**src/rtl/pfl_page_sequencer.sv**
```systemverilog
// pfl_page_sequencer
// Boot / reconfiguration sequencer sitting between the system controller,
// the flash page-select reader and the PFL core. It arbitrates the flash bus,
// selects the configuration page, generates the nCONFIG / nRESET pulses
// towards the PFL and supervises CONF_DONE with a timeout and per-page retry.
//
// Optional build macro: PFL_SEQ_FALLBACK_EN
//   defined   : a page other than 0 that exhausts its retries falls back to
//               page 0 and fallback_active is raised.
//   undefined : retry exhaustion always ends in ERROR; fallback_active stays 0.
module pfl_page_sequencer #(
    parameter int NUM_PAGES        = 4,
    parameter int PAGE_W           = 3,
    parameter int CFG_PULSE_CYC    = 16,
    parameter int RST_PULSE_CYC    = 16,
    parameter int DONE_TIMEOUT_CYC = 1 << 24,
    parameter int MAX_RETRY        = 2
) (
    input  logic              clkin_max_100,
    input  logic              sys_reset,
    input  logic              fpga_conf_done,
    input  logic              sel_valid,
    input  logic [PAGE_W-1:0] sel_page,
    output logic              fl_rd_req,
    output logic              pfl_grant,
    input  logic              reconfig_req,
    input  logic [PAGE_W-1:0] reconfig_page,
    output logic [PAGE_W-1:0] fpga_pgm,
    output logic              pfl_nreconfigure,
    output logic              pfl_nreset,
    output logic              busy,
    output logic              cfg_error,
    output logic              fallback_active,
    output logic [PAGE_W-1:0] cur_page
);

    // ------------------------------------------------------------------
    // Derived sizes and terminal counts
    // ------------------------------------------------------------------
    localparam int SYNC_STAGES = 2;
    localparam int PULSE_MAX   = (CFG_PULSE_CYC > RST_PULSE_CYC) ? CFG_PULSE_CYC : RST_PULSE_CYC;
    localparam int PULSE_W     = $clog2(PULSE_MAX + 1);
    localparam int TO_W        = (DONE_TIMEOUT_CYC > 1) ? $clog2(DONE_TIMEOUT_CYC) : 1;
    localparam int RETRY_W     = $clog2(MAX_RETRY + 1);

    localparam logic [PULSE_W-1:0] CFG_LAST  = PULSE_W'(CFG_PULSE_CYC - 1);
    localparam logic [PULSE_W-1:0] RST_LAST  = PULSE_W'(RST_PULSE_CYC - 1);
    localparam logic [TO_W-1:0]    TO_LAST   = TO_W'(DONE_TIMEOUT_CYC - 1);
    localparam logic [RETRY_W-1:0] RETRY_SAT = RETRY_W'(MAX_RETRY);

    // State encoding kept as plain constants so existing decode tables still apply
    localparam logic [3:0] ST_POWERON   = 4'd0;
    localparam logic [3:0] ST_READ_SEL  = 4'd1;
    localparam logic [3:0] ST_ARM       = 4'd2;
    localparam logic [3:0] ST_NRECONF   = 4'd3;
    localparam logic [3:0] ST_NRST      = 4'd4;
    localparam logic [3:0] ST_WAIT_DONE = 4'd5;
    localparam logic [3:0] ST_FAIL      = 4'd6;
    localparam logic [3:0] ST_IDLE      = 4'd7;
    localparam logic [3:0] ST_ERROR     = 4'd8;

    // Pages outside the populated range are redirected to the golden page 0
    function automatic logic [PAGE_W-1:0] clamp_page(input logic [PAGE_W-1:0] p);
        return (int'(p) >= NUM_PAGES) ? '0 : p;
    endfunction

    // ------------------------------------------------------------------
    // Registers
    // ------------------------------------------------------------------
    logic [SYNC_STAGES-1:0] sync_reg;
    logic                   conf_done_s;

    logic [3:0]         state_reg,      state_next;
    logic [PAGE_W-1:0]  target_reg,     target_next;
    logic [RETRY_W-1:0] retry_reg,      retry_next;
    logic [TO_W-1:0]    to_cnt_reg,     to_cnt_next;
    logic [PULSE_W-1:0] pulse_cnt_reg,  pulse_cnt_next;
    logic               seen_low_reg,   seen_low_next;

    logic               fl_rd_req_reg,  fl_rd_req_next;
    logic               pfl_grant_reg,  pfl_grant_next;
    logic [PAGE_W-1:0]  fpga_pgm_reg,   fpga_pgm_next;
    logic               nreconf_reg,    nreconf_next;
    logic               nreset_reg,     nreset_next;
    logic               busy_reg,       busy_next;
    logic               cfg_error_reg,  cfg_error_next;
    logic               fallback_reg,   fallback_next;

    // Helpers shared by every path that (re)starts a pulse sequence
    logic               arm_go;
    logic [PAGE_W-1:0]  arm_page;
    logic [RETRY_W-1:0] retry_inc;

    // CONF_DONE comes from the FPGA pin domain: two-flop synchroniser
    always_ff @(posedge clkin_max_100) begin
        if (sys_reset) begin
            sync_reg <= '0;
        end else begin
            sync_reg <= {sync_reg[SYNC_STAGES-2:0], fpga_conf_done};
        end
    end

    assign conf_done_s = sync_reg[SYNC_STAGES-1];

    // Next-state and next-output decode; outputs are computed for the state being entered
    always_comb begin
        state_next     = state_reg;
        target_next    = target_reg;
        retry_next     = retry_reg;
        to_cnt_next    = to_cnt_reg;
        pulse_cnt_next = pulse_cnt_reg;
        seen_low_next  = seen_low_reg;
        fl_rd_req_next = fl_rd_req_reg;
        pfl_grant_next = pfl_grant_reg;
        fpga_pgm_next  = fpga_pgm_reg;
        nreconf_next   = nreconf_reg;
        nreset_next    = nreset_reg;
        busy_next      = busy_reg;
        cfg_error_next = cfg_error_reg;
        fallback_next  = fallback_reg;
        arm_go         = 1'b0;
        arm_page       = target_reg;
        retry_inc      = (retry_reg == RETRY_SAT) ? retry_reg : retry_reg + RETRY_W'(1);

        case (state_reg)
            ST_POWERON: begin
                // sel_valid is deliberately not looked at here
                if (to_cnt_reg != TO_LAST) begin
                    to_cnt_next = to_cnt_reg + TO_W'(1);
                end
                if (conf_done_s || (to_cnt_reg == TO_LAST)) begin
                    state_next     = ST_READ_SEL;
                    pfl_grant_next = 1'b0;
                    fl_rd_req_next = 1'b1;
                end
            end

            ST_READ_SEL: begin
                if (sel_valid) begin
                    target_next = clamp_page(sel_page);
                    retry_next  = '0;
                    arm_go      = 1'b1;
                    arm_page    = clamp_page(sel_page);
                end
            end

            ST_ARM: begin
                state_next     = ST_NRECONF;
                nreconf_next   = 1'b0;
                pulse_cnt_next = '0;
            end

            ST_NRECONF: begin
                if (pulse_cnt_reg == CFG_LAST) begin
                    // nRESET falls on the very edge nCONFIG rises
                    state_next     = ST_NRST;
                    nreconf_next   = 1'b1;
                    nreset_next    = 1'b0;
                    pulse_cnt_next = '0;
                end else begin
                    pulse_cnt_next = pulse_cnt_reg + PULSE_W'(1);
                end
            end

            ST_NRST: begin
                if (pulse_cnt_reg == RST_LAST) begin
                    state_next    = ST_WAIT_DONE;
                    nreset_next   = 1'b1;
                    to_cnt_next   = '0;
                    seen_low_next = 1'b0;
                end else begin
                    pulse_cnt_next = pulse_cnt_reg + PULSE_W'(1);
                end
            end

            ST_WAIT_DONE: begin
                // A stale high CONF_DONE from the previous image must not count:
                // success needs a low sample first, then a high one.
                if (!conf_done_s) begin
                    seen_low_next = 1'b1;
                end
                if (seen_low_reg && conf_done_s) begin
                    state_next = ST_IDLE;
                    busy_next  = 1'b0;
                    retry_next = '0;
                end else if (to_cnt_reg == TO_LAST) begin
                    state_next = ST_FAIL;
                end else begin
                    to_cnt_next = to_cnt_reg + TO_W'(1);
                end
            end

            ST_FAIL: begin
                retry_next = retry_inc;
                if (int'(retry_inc) < MAX_RETRY) begin
                    arm_go   = 1'b1;
                    arm_page = target_reg;
                end
`ifdef PFL_SEQ_FALLBACK_EN
                else if (target_reg != '0) begin
                    target_next   = '0;
                    retry_next    = '0;
                    fallback_next = 1'b1;
                    arm_go        = 1'b1;
                    arm_page      = '0;
                end
`endif
                else begin
                    state_next     = ST_ERROR;
                    busy_next      = 1'b0;
                    cfg_error_next = 1'b1;
                end
            end

            ST_IDLE, ST_ERROR: begin
                if (reconfig_req) begin
                    target_next    = clamp_page(reconfig_page);
                    retry_next     = '0;
                    fallback_next  = 1'b0;
                    cfg_error_next = 1'b0;
                    arm_go         = 1'b1;
                    arm_page       = clamp_page(reconfig_page);
                end
            end

            default: begin
                // Unreachable encodings recover through the power-on path
                state_next     = ST_POWERON;
                to_cnt_next    = '0;
                fl_rd_req_next = 1'b0;
                pfl_grant_next = 1'b1;
                nreconf_next   = 1'b1;
                nreset_next    = 1'b1;
                busy_next      = 1'b1;
            end
        endcase

        // Common entry into ARM: PFL takes the bus and the page is latched
        if (arm_go) begin
            state_next     = ST_ARM;
            pfl_grant_next = 1'b1;
            fl_rd_req_next = 1'b0;
            fpga_pgm_next  = arm_page;
            busy_next      = 1'b1;
        end
    end

    // State and registered outputs; reset aborts any pulse in progress
    always_ff @(posedge clkin_max_100) begin
        if (sys_reset) begin
            state_reg     <= ST_POWERON;
            target_reg    <= '0;
            retry_reg     <= '0;
            to_cnt_reg    <= '0;
            pulse_cnt_reg <= '0;
            seen_low_reg  <= 1'b0;
            fl_rd_req_reg <= 1'b0;
            pfl_grant_reg <= 1'b1;
            fpga_pgm_reg  <= '0;
            nreconf_reg   <= 1'b1;
            nreset_reg    <= 1'b1;
            busy_reg      <= 1'b1;
            cfg_error_reg <= 1'b0;
            fallback_reg  <= 1'b0;
        end else begin
            state_reg     <= state_next;
            target_reg    <= target_next;
            retry_reg     <= retry_next;
            to_cnt_reg    <= to_cnt_next;
            pulse_cnt_reg <= pulse_cnt_next;
            seen_low_reg  <= seen_low_next;
            fl_rd_req_reg <= fl_rd_req_next;
            pfl_grant_reg <= pfl_grant_next;
            fpga_pgm_reg  <= fpga_pgm_next;
            nreconf_reg   <= nreconf_next;
            nreset_reg    <= nreset_next;
            busy_reg      <= busy_next;
            cfg_error_reg <= cfg_error_next;
            fallback_reg  <= fallback_next;
        end
    end

    assign fl_rd_req        = fl_rd_req_reg;
    assign pfl_grant        = pfl_grant_reg;
    assign fpga_pgm         = fpga_pgm_reg;
    assign cur_page         = fpga_pgm_reg;
    assign pfl_nreconfigure = nreconf_reg;
    assign pfl_nreset       = nreset_reg;
    assign busy             = busy_reg;
    assign cfg_error        = cfg_error_reg;
    assign fallback_active  = fallback_reg;

endmodule

```
**config.mk**
```make
export PLATFORM = sky130hd
export DESIGN_NAME = pfl_page_sequencer
export DESIGN_NICKNAME = d
export VERILOG_FILES = /design/src/rtl/pfl_page_sequencer.sv
export SDC_FILE = /design/constraint.sdc
export NUM_CORES = 1
export LEC_CHECK = 0
export ABC_AREA = 1
export CAP_MARGIN = 20
export CORE_MARGIN = 4
export CORE_UTILIZATION = 30
export CTS_BUF_LIST = sky130_fd_sc_hd__clkbuf_16
export DETAILED_ROUTE_END_ITERATION = 7
export DONT_BUFFER_PORTS = 1
export MAX_ROUTING_LAYER = met4
export PLACE_DENSITY_LB_ADDON = 0.12
export SKIP_CTS_REPAIR_TIMING = 1
export SLEW_MARGIN = 5
export SYNTH_ARGS = -nofsm -noshare
export SYNTH_HDL_FRONTEND = slang
export SYNTH_SLANG_ARGS = --single-unit
```
**constraint.sdc**
```tcl
create_clock -name clkin_max_100 -period 4.75 [get_ports clkin_max_100]
set_clock_uncertainty 0.2 [all_clocks]
set_input_delay 0.7125 -clock clkin_max_100 [delete_from_list [all_inputs] [get_ports clkin_max_100]]
set_output_delay 0.7125 -clock clkin_max_100 [all_outputs]
set_load 0.05 [all_outputs]
```
==> Yosys cells after proc, flatten, opt, wreduce, memory -nomap -nowiden <==
Cells that the tools add are included.
{ "totals": {"romBits": 0, "regBits": 50, "out_inout_bits": 13, "input_bits": 11, "wordCells": 130, "latch_bits": 0, "n_memories": 0, "mem_bits_rw": 0} }
{ "classes": {"n_addsub": 3, "shift": 0, "div": 0, "n_mux": 46, "n_reduce_logical": 26, "n_bitwise": 6, "mul": 0, "eq_ne": 31, "magnitude_cmp": 3} }
{ "op_table": {"columns": ["op", "count"], "rows": [
  ["$mux 24", 4],
  ["$pmux 24 s4", 1],
  ["$pmux 4 s7", 1],
  ["$add 24x1->24 const B", 1],
  ["$eq 24x24->1 const B", 1],
  ["$mux 4", 6],
  ["$ne 2x2->1 const B", 12],
  ["$ne 24x24->1 const B", 1],
  ["$reduce_or 7->1", 3],
  ["$eq 4x3->1 const B", 4],
  ["$ne 3x3->1 const B", 5],
  ["$pmux 5 s3", 1],
  ["$mux 1", 12],
  ["$mux 3", 4],
  ["$pmux 1 s3", 4],
  ["$reduce_and 3->1", 4],
  ["$reduce_and 6->1", 2],
  ["$mux 2", 5],
  ["$mux 5", 2],
  ["$eq 4x2->1 const B", 2],
  ["$pmux 1 s2", 4],
  ["$pmux 2 s4", 1],
  ["$reduce_or 8->1", 1],
  ["$ge 3x3->1 const B", 2],
  ["23 further kinds", 32]
]} }

==> Logic depth before layout (Yosys ltp) <==
Gate-level depths: netlist of run 1.
{ "logic_depth": {"ltp_word": 7, "ltp_mapped": 13, "ltp_nobuf": 13} }

==> Worst setup path before layout of run 1 <==
No wires, ideal clock.
{ "synth_path": {"path_kind": "register to register", "startpoint": "register pulse_cnt_reg[0]", "endpoint": "register to_cnt_reg[10]", "setup_time_ns": 0.071, "period_less_slack_ns": 2.091, "t_required_ns": 4.479, "arrival_ns": 1.820, "setup_slack_ns": 2.659, "path_buffers": 1, "path_stages_with_launch": 14, "cell_sequence": "dfxtp_1 ha_1 inv_1 nor3_1 ha_1 inv_1 nand2_4 nand2_4 nor2_4 nand2_2 nor2_4 buf_6 nand2_1 a21oi_2"} }
{ "synth_via": {"elab_chain_len": 3} }
{ "synth_rtl": {"columns": ["element", "line", "text"], "rows": [
  ["from (decl)", "77", "logic [PULSE_W-1:0] pulse_cnt_reg, pulse_cnt_next;"],
  ["from (signal assigned)", "270", "pulse_cnt_reg <= pulse_cnt_next;"],
  ["$eq 5x4->1", "166", "if (pulse_cnt_reg == RST_LAST) begin"],
  ["$ne 2x2->1 (no line)", null, null],
  ["$reduce_and 5->1 (no line)", null, null],
  ["to (signal assigned)", "269", "to_cnt_reg <= to_cnt_next;"],
  ["to (decl)", "76", "logic [TO_W-1:0] to_cnt_reg, to_cnt_next;"]
]} }
No other way between the ends.
A chain may end at the register's enable or synchronous reset.

==> Final worst setup path of run 1 <==
{ "layout_path": {"startpoint": "register pulse_cnt_reg[0]", "endpoint": "register to_cnt_reg[14]"} }
Same word-level chain as after synthesis.

==> results.cfg, run 1 <==
[placed_design]
portBuffers = 0
dp_hpwl_mm = 5.83
place_area_um2 = 3270
post-place-ws_ps = 2110
numPlacedInstances = 626
gp_congestion = 0.837

[logic_synthesis]
synth_top_area_frac = 0.312
synthTopCellsByCount = 162 x nand2_1, 75 x nor2_1, 56 x inv_1
synth_top_cell_by_area = dfxtp_1
synthCells = 505
synth_edf_count = 0
synth_ff_type = dfxtp_1
synth.avg_cell_area_um2 = 6.36
syn_area_um2 = 3210
seq_area_frac_synth = 0.312
yosysMostFrequentCell = nand2_1
synthTopCellsByArea = dfxtp_1 31%, nand2_1 19%, nor2_1 8.8%
synth_nets = 522
synth_async_sr_flop_share = 0
yosys_warnings = 0
ys_seq_elements = 50
ys_types = 33

[sta]
drv_slew = 0
fin_crit_sh = 0.554
holdWs_ps = 216
rsz0062_at_grt = false
worstMarginPinSlew_ps = 982
fin_ws_ps = 2120
fmax_mhz = 380
finalHoldViolCount = 0
tns_ps = 0
slew-limit-headroom = 0.344
fin_crit_ps = 2630
setup_violations = 0

[worst_setup_path]
critPathMaxFanout = 24
cp-end-kind = register
required_ps = 4780
worstSetupPathType = register to register
reg2reg_slack_ps = 2120
worstPathArrival_ps = 2660
start_kind = register

[power_and_ir_drop]
clock_power_share = 0.212
internal_power_mw = 0.866
power_mw = 1.72
power_frac_comb = 0.402
p_leak_nw = 1.32
power.density_nw_per_um2 = 504
p_seq_frac = 0.386
worst_ir_drop_vdd_mv = 0.337
swShare = 0.497
p_sw_mw = 0.855

[run_status]
status = completed

[layout]
final_cell_area_um2 = 3420
fin_cells = 634
drive_gt1_frac = 0.100
diodes = 0
final_core_util = 0.330
largest_reg_flops = 24
layout.nets = 514
area_growth_pct = 6.43

[clocking]
htreeDepth = 2
cts_tree = built
clock-sinks = 50
cts_root_buf = clkbuf_16
numCtsBuffers = 5
cts.clk_slew.worst_paths_ps = 70
clk_latency_ps = 290
cts.path.max_buffers = 2

[drt]
vias = 2905
drc = 0
viasPerCell = 4.58
drtIter0Drc = 135
wl_mm = 7.89
dr.pass1.iters = 4
routedWlPerCell_um = 12.4
ant_nets = 0

[min_path]
hold_class = register to register

[floorplanning]
dieWidth_um = 111
dieArea_um2 = 12400
fp-row-count = 37
num_io_pins = 24
die_h_um = 111
start_util = 0.310
core_um2 = 10400

[global_routing]
grt_overflow = 0
grt_usage = 0.135
grt_pass1_wl_mm = 13.7
grt_max_degree = 34
grt_pass1_vias = 2828
antenna_found_initial = 0

[run]
maxCapViolCount = 0
-- final timing paths --
kind | cells after the start | from | endpoint
max reg2reg | 12 | pulse_cnt_reg[0]$_SDFFE_PP0P_ | to_cnt_reg[14]$_SDFFE_PP0P_
min | 2 | sync_reg[0]$_SDFF_PP0_ | sync_reg[1]$_SDFF_PP0_
min reg2reg | 2 | sync_reg[0]$_SDFF_PP0_ | sync_reg[1]$_SDFF_PP0_
max | 12 | pulse_cnt_reg[0]$_SDFFE_PP0P_ | to_cnt_reg[14]$_SDFFE_PP0P_
-- routing by layer --
layer / GRT usage / wire (um) / vias up
li1: - / - / 1554
met1: 0.170 / 3880 / 1306
met2: 0.226 / 3690 / 38
met3: 0.0245 / 244 / 7
met4: 0.0324 / 82 / 0
met5: - / 0 / -
-- area by class of cell --
| cell class | instances | area, um2 |
|---|---|---|
| fill | 1178 | 6950 |
| clock inverter | 3 | 20.0 |
| clock buffer | 5 | 125 |
| inverter | 59 | 221 |
| tap | 136 | 170 |
| sequential | 50 | 1000 |
| multi-input combinational | 381 | 1880 |
-- logic make-up after synthesis --
group                      share of synthesized area
AOI/OAI and AO/OA                              0.119
xor gates and xnor gates                      0.0409
adders and majority gates                     0.0234
buffers and inverters                          0.103
DFF                                            0.312
other                                        0.00117
and+or+nand+nor                                0.401
-- worst max-delay path: stages (launching register included) --
cell and delay (ps):
dfxtp_1 380, ha_1 180, inv_1 50, nor3_1 240, ha_1 230, inv_1 80
nand2_4 100, nand2_4 70, nor2_4 160, nand2_2 90, nor2_4 460, nand2_1 160
a21oi_2 160
-- cells in the final DEF (no fill, tap or decap) --
master	Yosys	final
a21oi_1	19	19
a21oi_2	20	20
clkbuf_16	0	5
clkinv_1	0	1
clkinvlp_4	0	1
conb_1	1	1
dfxtp_1	50	50
ha_1	6	6
inv_1	56	56
inv_2	3	3
inv_6	0	1
nand2_1	162	162
nand2_2	7	7
nand2_4	2	2
nand3_1	29	29
nand3_2	1	1
nand3_4	1	1
nand3b_1	2	2
nand4_1	5	5
nor2_1	75	75
nor2_2	5	5
nor2_4	3	3
nor3_1	7	7
nor4_1	1	1
o211ai_1	4	4
o21ai_0	12	12
o21bai_1	1	1
o22ai_1	1	1
o31ai_1	1	1
or2_2	1	1
xnor2_1	8	8
xor2_1	7	7
-- power by group through the flow --
stage          sequential [mW]  clock, mW  combinational [mW]
2_1_floorplan            0.626          0               0.665
3_3_place_gp             0.673          0               0.711
3_5_place_dp             0.674          0               0.707
4_1_cts                  0.664      0.381               0.710
5_1_grt                  0.675      0.398               0.797
6_report                 0.664      0.365               0.692
Note: power is estimated with default switching activity, not from simulation.
==> run 2, diff against run 1 <==
==> constraint.sdc (replaced) <==
create_clock -name clkin_max_100 -period 2.65 [get_ports clkin_max_100]
set_clock_uncertainty 0.2 [all_clocks]
set_input_delay 0.3975 -clock clkin_max_100 [delete_from_list [all_inputs] [get_ports clkin_max_100]]
set_output_delay 0.3975 -clock clkin_max_100 [all_outputs]
set_load 0.05 [all_outputs]
==> run 2 against run 1 <==
- hold slack worse by 190 ps
- sequential power up 64%
- setup slack worse by 1800 ps
- die area unchanged
- combinational power up 110%
- wire length up 2.6%
- critical path type unchanged
- largest cell class unchanged
- largest power group unchanged
- highest routed layer unchanged
==> results.cfg, run 2 (synthesized netlist as in run 1, its figures left out) <==
[run_status]
status = completed

[global_routing]
grt.met3_usage = 0.0315
grt_overflow = 0
globalRouteMet2Util = 0.229
antenna_found_initial = 0
top_usage_layer = met2
grt_pass1_wl_mm = 13.6
gr-usage-met1 = 0.164
grt_max_degree = 34
grt_usage = 0.138
grt_pass1_vias = 2847

[worst_setup_path]
worstPathArrival_ps = 2370
start_kind = register
reg2reg_slack_ps = 310
crit_path_cell_trace = ha_1 > inv_1 > nor3_1 > ha_1 > inv_1 > nand2_4 > nand2_4 > nor2_4 > nand2_2 > nor2_4 > buf_12 > nand2_1 > a21oi_2
critical_path.top_delay_family = simple AND/OR/NAND/NOR gates
cp-end-kind = register
rr_endpoint = to_cnt_reg[5]$_SDFFE_PP0P_
crit_buf_inv = 3
required_ps = 2680
rr_worst_depth = 13
cp_slowest_cell = dfxtp_1
crit_cells = 13
cp_slowest_stage_delay_ps = 370
worstSetupPathType = register to register
critPathMaxFanout = 24
reg2reg_from = pulse_cnt_reg[0]$_SDFFE_PP0P_

[clocking]
clk_latency_ps = 300
cts.path.max_buffers = 2
cts.clk_slew.worst_paths_ps = 70
clock-sinks = 50
cts_tree = built
cts_root_buf = clkbuf_16
numCtsBuffers = 5
htreeDepth = 2

[sta]
setup_violations = 0
tns_ps = 0
finalHoldViolCount = 0
worstMarginPinSlew_ps = 523
slew-limit-headroom = 0.647
fmax_mhz = 428
drv_slew = 0
fin_crit_ps = 2340
rsz0062_at_grt = false
fin_crit_sh = 0.882

[power_and_ir_drop]
swShare = 0.475
p_leak_nw = 1.38
power.density_nw_per_um2 = 938
p_sw_mw = 1.58
p_seq_frac = 0.328
internal_power_mw = 1.74
worst_ir_drop_vdd_mv = 0.534
power_frac_comb = 0.445
clock_power_share = 0.227
power_mw = 3.32

[layout]
fillCellCount = 1179
layout.nets = 523
final_common_cell = nand2_1
drive_gt1_frac = 0.116
layout_common_cells = 162 x nand2_1, 75 x nor2_1, 56 x inv_1
diodes = 0
multiInputGateArea_um2 = 1880
area_growth_pct = 10.2
largest_reg_flops = 24
regArea_um2 = 1000

[min_path]
hold_start = sys_reset
hold_class = primary input to register
min_path_cells = 2
worstHoldEndpoint = pfl_nreset$_SDFFE_PP1P_

[drt]
vias = 2993
routedWlPerCell_um = 12.6
drtIter0Drc = 148
viasPerCell = 4.65
dr.pass1.iters = 4
ant_nets = 0
wl_mm = 8.09
drc = 0

[floorplanning]
start_util = 0.310
num_io_pins = 24
dieWidth_um = 111
core_um2 = 10400
dieArea_um2 = 12400
die_h_um = 111
fp-row-count = 37

[run]
maxCapViolCount = 0

[placed_design]
portBuffers = 0
gp_congestion = 0.843
dp_hpwl_mm = 5.88
==> run 2: changes by cell type in the layout (fill, tap and decap cells not counted) <==
cell / before / now
clkinvlp_4: 1 / 2
inv_6: 1 / 0
dlygate4sd3_1: 0 / 1
buf_12: 0 / 2
clkinv_1: 1 / 0
bufinv_16: 0 / 1
buf_4: 0 / 6
==> run 2: worst max-delay path by stage <==
stage                             endpoint  slack, ps                           from
2_1_floorplan  to_cnt_reg[10]$_SDFFE_PP0P_        560  pulse_cnt_reg[0]$_SDFFE_PP0P_
3_3_place_gp    to_cnt_reg[1]$_SDFFE_PP0P_        430  pulse_cnt_reg[0]$_SDFFE_PP0P_
3_5_place_dp   to_cnt_reg[14]$_SDFFE_PP0P_        320  pulse_cnt_reg[0]$_SDFFE_PP0P_
4_1_cts         to_cnt_reg[5]$_SDFFE_PP0P_        300  pulse_cnt_reg[0]$_SDFFE_PP0P_
5_1_grt        to_cnt_reg[18]$_SDFFE_PP0P_        100  pulse_cnt_reg[0]$_SDFFE_PP0P_
6_report        to_cnt_reg[5]$_SDFFE_PP0P_        310  pulse_cnt_reg[0]$_SDFFE_PP0P_
==> run 2: routing by layer <==
metal,part of all wire,vias up
met5,0,-
met4,0.020,0
met3,0.043,12
met2,0.46,72
met1,0.48,1335
li1,-,1574
==> run 2: metrics by stage <==
step	cells	utilization	setup slack (ps)	cell area [um2]	hold slack, ps
after floorplan	505	-	559	3210	188
after global placement	633	0.322	428	3340	200
after detailed placement	633	0.322	319	3340	207
after CTS	641	0.338	297	3510	-47.6
after global routing	643	0.341	95.3	3540	39.8
final	643	0.341	312	3540	29.0
==> run 2: worst reg2reg max path, cell delays in order, from the launching register on <==
cell and delay, ps:
dfxtp_1 370, ha_1 180, inv_1 50, nor3_1 240
ha_1 240, inv_1 80, nand2_4 100, nand2_4 70
nor2_4 150, nand2_2 90, nor2_4 110, buf_12 170
nand2_1 90, a21oi_2 130
==> run 2: cell type report <==
class,count,share of cell area
multi-input combinational,381,0.531
sequential,50,0.283
inverter,59,0.0626
tap,136,0.0481
clock buffer,5,0.0354
timing repair buffer,9,0.0269
clock inverter,3,0.0127
==> run 2: power by group through the flow <==
stage | combinational [mW] | sequential (mW) | clock (mW)
final | 1.48 | 1.09 | 0.752
after global routing | 1.67 | 1.10 | 0.809
after CTS | 1.49 | 1.09 | 0.774
after detailed placement | 1.48 | 1.11 | 0
after global placement | 1.48 | 1.11 | 0
after floorplan | 1.19 | 1.12 | 0
==> run 3, diff against run 2 <==
--- a/config.mk
+++ b/config.mk
@@ -7,9 +7,9 @@
 export LEC_CHECK = 0
 export ABC_AREA = 1
 export CAP_MARGIN = 20
+export CORE_ASPECT_RATIO = 0.5
 export CORE_MARGIN = 4
 export CORE_UTILIZATION = 30
-export CTS_BUF_LIST = sky130_fd_sc_hd__clkbuf_16
 export DETAILED_ROUTE_END_ITERATION = 7
 export DONT_BUFFER_PORTS = 1
 export MAX_ROUTING_LAYER = met4
==> run 3 against run 2 <==
- sequential share of layout area decreased by 0.40 points
- first-iteration DRC count decreased by 26%
- utilization increased by 0.69 points
- clock power increased by 2%
- setup slack improved by 8.7 ps
- non-clock buffer count increased by 3
- hold slack improved by 80 ps
- die area increased by 0.81%
- power increased by 4.2%
- largest cell class unchanged
- critical path type unchanged
- register-to-register slack about the same
==> results.cfg, run 3 (synthesized netlist as in run 1, its figures left out) <==
[run]
maxCapViolCount = 0

[sta]
fin_ws_ps = 321
tns_ps = 0
rsz0062_at_grt = false
drv_slew = 0
worstMarginPinSlew_ps = 550
slew-limit-headroom = 0.629
fin_crit_sh = 0.879
setup_violations = 0
fmax_mhz = 429
fin_crit_ps = 2330
finalHoldViolCount = 0

[layout]
largest_reg_flops = 24
final_cell_area_um2 = 3590
layout.nets = 527
diodes = 0
area_growth_pct = 11.8
layout_common_cells = 162 x nand2_1, 75 x nor2_1, 56 x inv_1
multiInputGateArea_um2 = 1890
fillCellCount = 1135
regArea_um2 = 1000
final_common_cell = nand2_1
drive_gt1_frac = 0.123

[floorplanning]
num_io_pins = 24
fp-row-count = 26
start_util = 0.311
dieArea_um2 = 12500
dieWidth_um = 154
core_um2 = 10300
die_h_um = 81.2

[drt]
drtIter0Drc = 109
viasPerCell = 4.47
wl_mm = 7.98
routedWlPerCell_um = 12.3
drc = 0
dr.pass1.iters = 4
vias = 2909
ant_nets = 0

[global_routing]
grt_overflow = 0
grt_usage = 0.138
grt_max_degree = 34
grt_pass1_vias = 2785
grt_pass1_wl_mm = 13.5
antenna_found_initial = 0

[worst_setup_path]
cp_slowest_stage_delay_ps = 370
critPathMaxFanout = 12
crit_path_cell_trace = ha_1 > inv_1 > nor3_1 > ha_1 > inv_1 > nand2_4 > nand2_4 > nor2_4 > nand2_2 > nor2_4 > buf_12 > nand2_1 > a21oi_2
cp-end-kind = register
rr_worst_depth = 13
start_kind = register
cp_slowest_cell = dfxtp_1
worstSetupPathType = register to register
reg2reg_slack_ps = 320
worstPathArrival_ps = 2370
required_ps = 2690

[placed_design]
gp_congestion = 0.791
post-place-ws_ps = 60.1
place_area_um2 = 3340
dp_hpwl_mm = 5.69
portBuffers = 0

[clocking]
numCtsBuffers = 5
cts.clk_slew.worst_paths_ps = 70
clock-sinks = 50
cts_root_buf = clkbuf_16
cts.path.max_buffers = 2
htreeDepth = 2
cts_tree = built
clk_latency_ps = 300

[power_and_ir_drop]
power_mw = 3.46
power.density_nw_per_um2 = 964
worst_ir_drop_vdd_mv = 0.369
p_leak_nw = 1.40

[min_path]
min_path_cells = 3
hold_class = primary input to register

[run_status]
status = completed
-- run 3: critical path, delay by kind of cell, from the launching register on --
kind | cells | cell delay, ps
adders and majority gates | 2 | 390
AOI/OAI and AO/OA | 1 | 130
and+or+nand+nor | 7 | 890
buffers and inverters | 3 | 280
DFF | 1 | 370
-- run 3: cell type report --
class	instances	share of cell area
Clock buffer	5	0.0349
Tap cell	140	0.0488
Clock inverter	3	0.0126
Sequential cell	50	0.279
Multi-Input combinational cell	382	0.527
Inverter	59	0.0617
Timing Repair Buffer	12	0.0363
-- run 3: through the flow --
stage               utilization  cells  hold slack, ps
finish                    0.348    651             109
global route              0.348    651            95.5
CTS                       0.340    646           -64.1
detailed placement        0.324    638             204
global placement          0.324    638             207
floorplan                     -    505             188
-- run 3: worst paths after layout --
kind / from / end
setup / recovery: pulse_cnt_reg[0]$_SDFFE_PP0P_ / to_cnt_reg[3]$_SDFFE_PP0P_
hold / removal: sys_reset / state_reg[2]$_SDFFE_PP0P_
setup reg to reg: pulse_cnt_reg[0]$_SDFFE_PP0P_ / to_cnt_reg[3]$_SDFFE_PP0P_
hold reg to reg: sync_reg[0]$_SDFF_PP0_ / sync_reg[1]$_SDFF_PP0_
-- run 3: metal layers --
metal,GRT usage,up-vias,part of all wire,wire [um]
li1,-,1587,-,-
met1,0.171,1282,0.52,4140
met2,0.226,30,0.44,3490
met3,0.0319,10,0.030,243
met4,0.0432,0,0.014,114
met5,-,-,0,0
-- run 3: power breakdown --
group	internal, mW	switching [mW]
Sequential	0.865	0.219
Clock	0.446	0.323
Combinational	0.514	1.09
Total	1.83	1.63
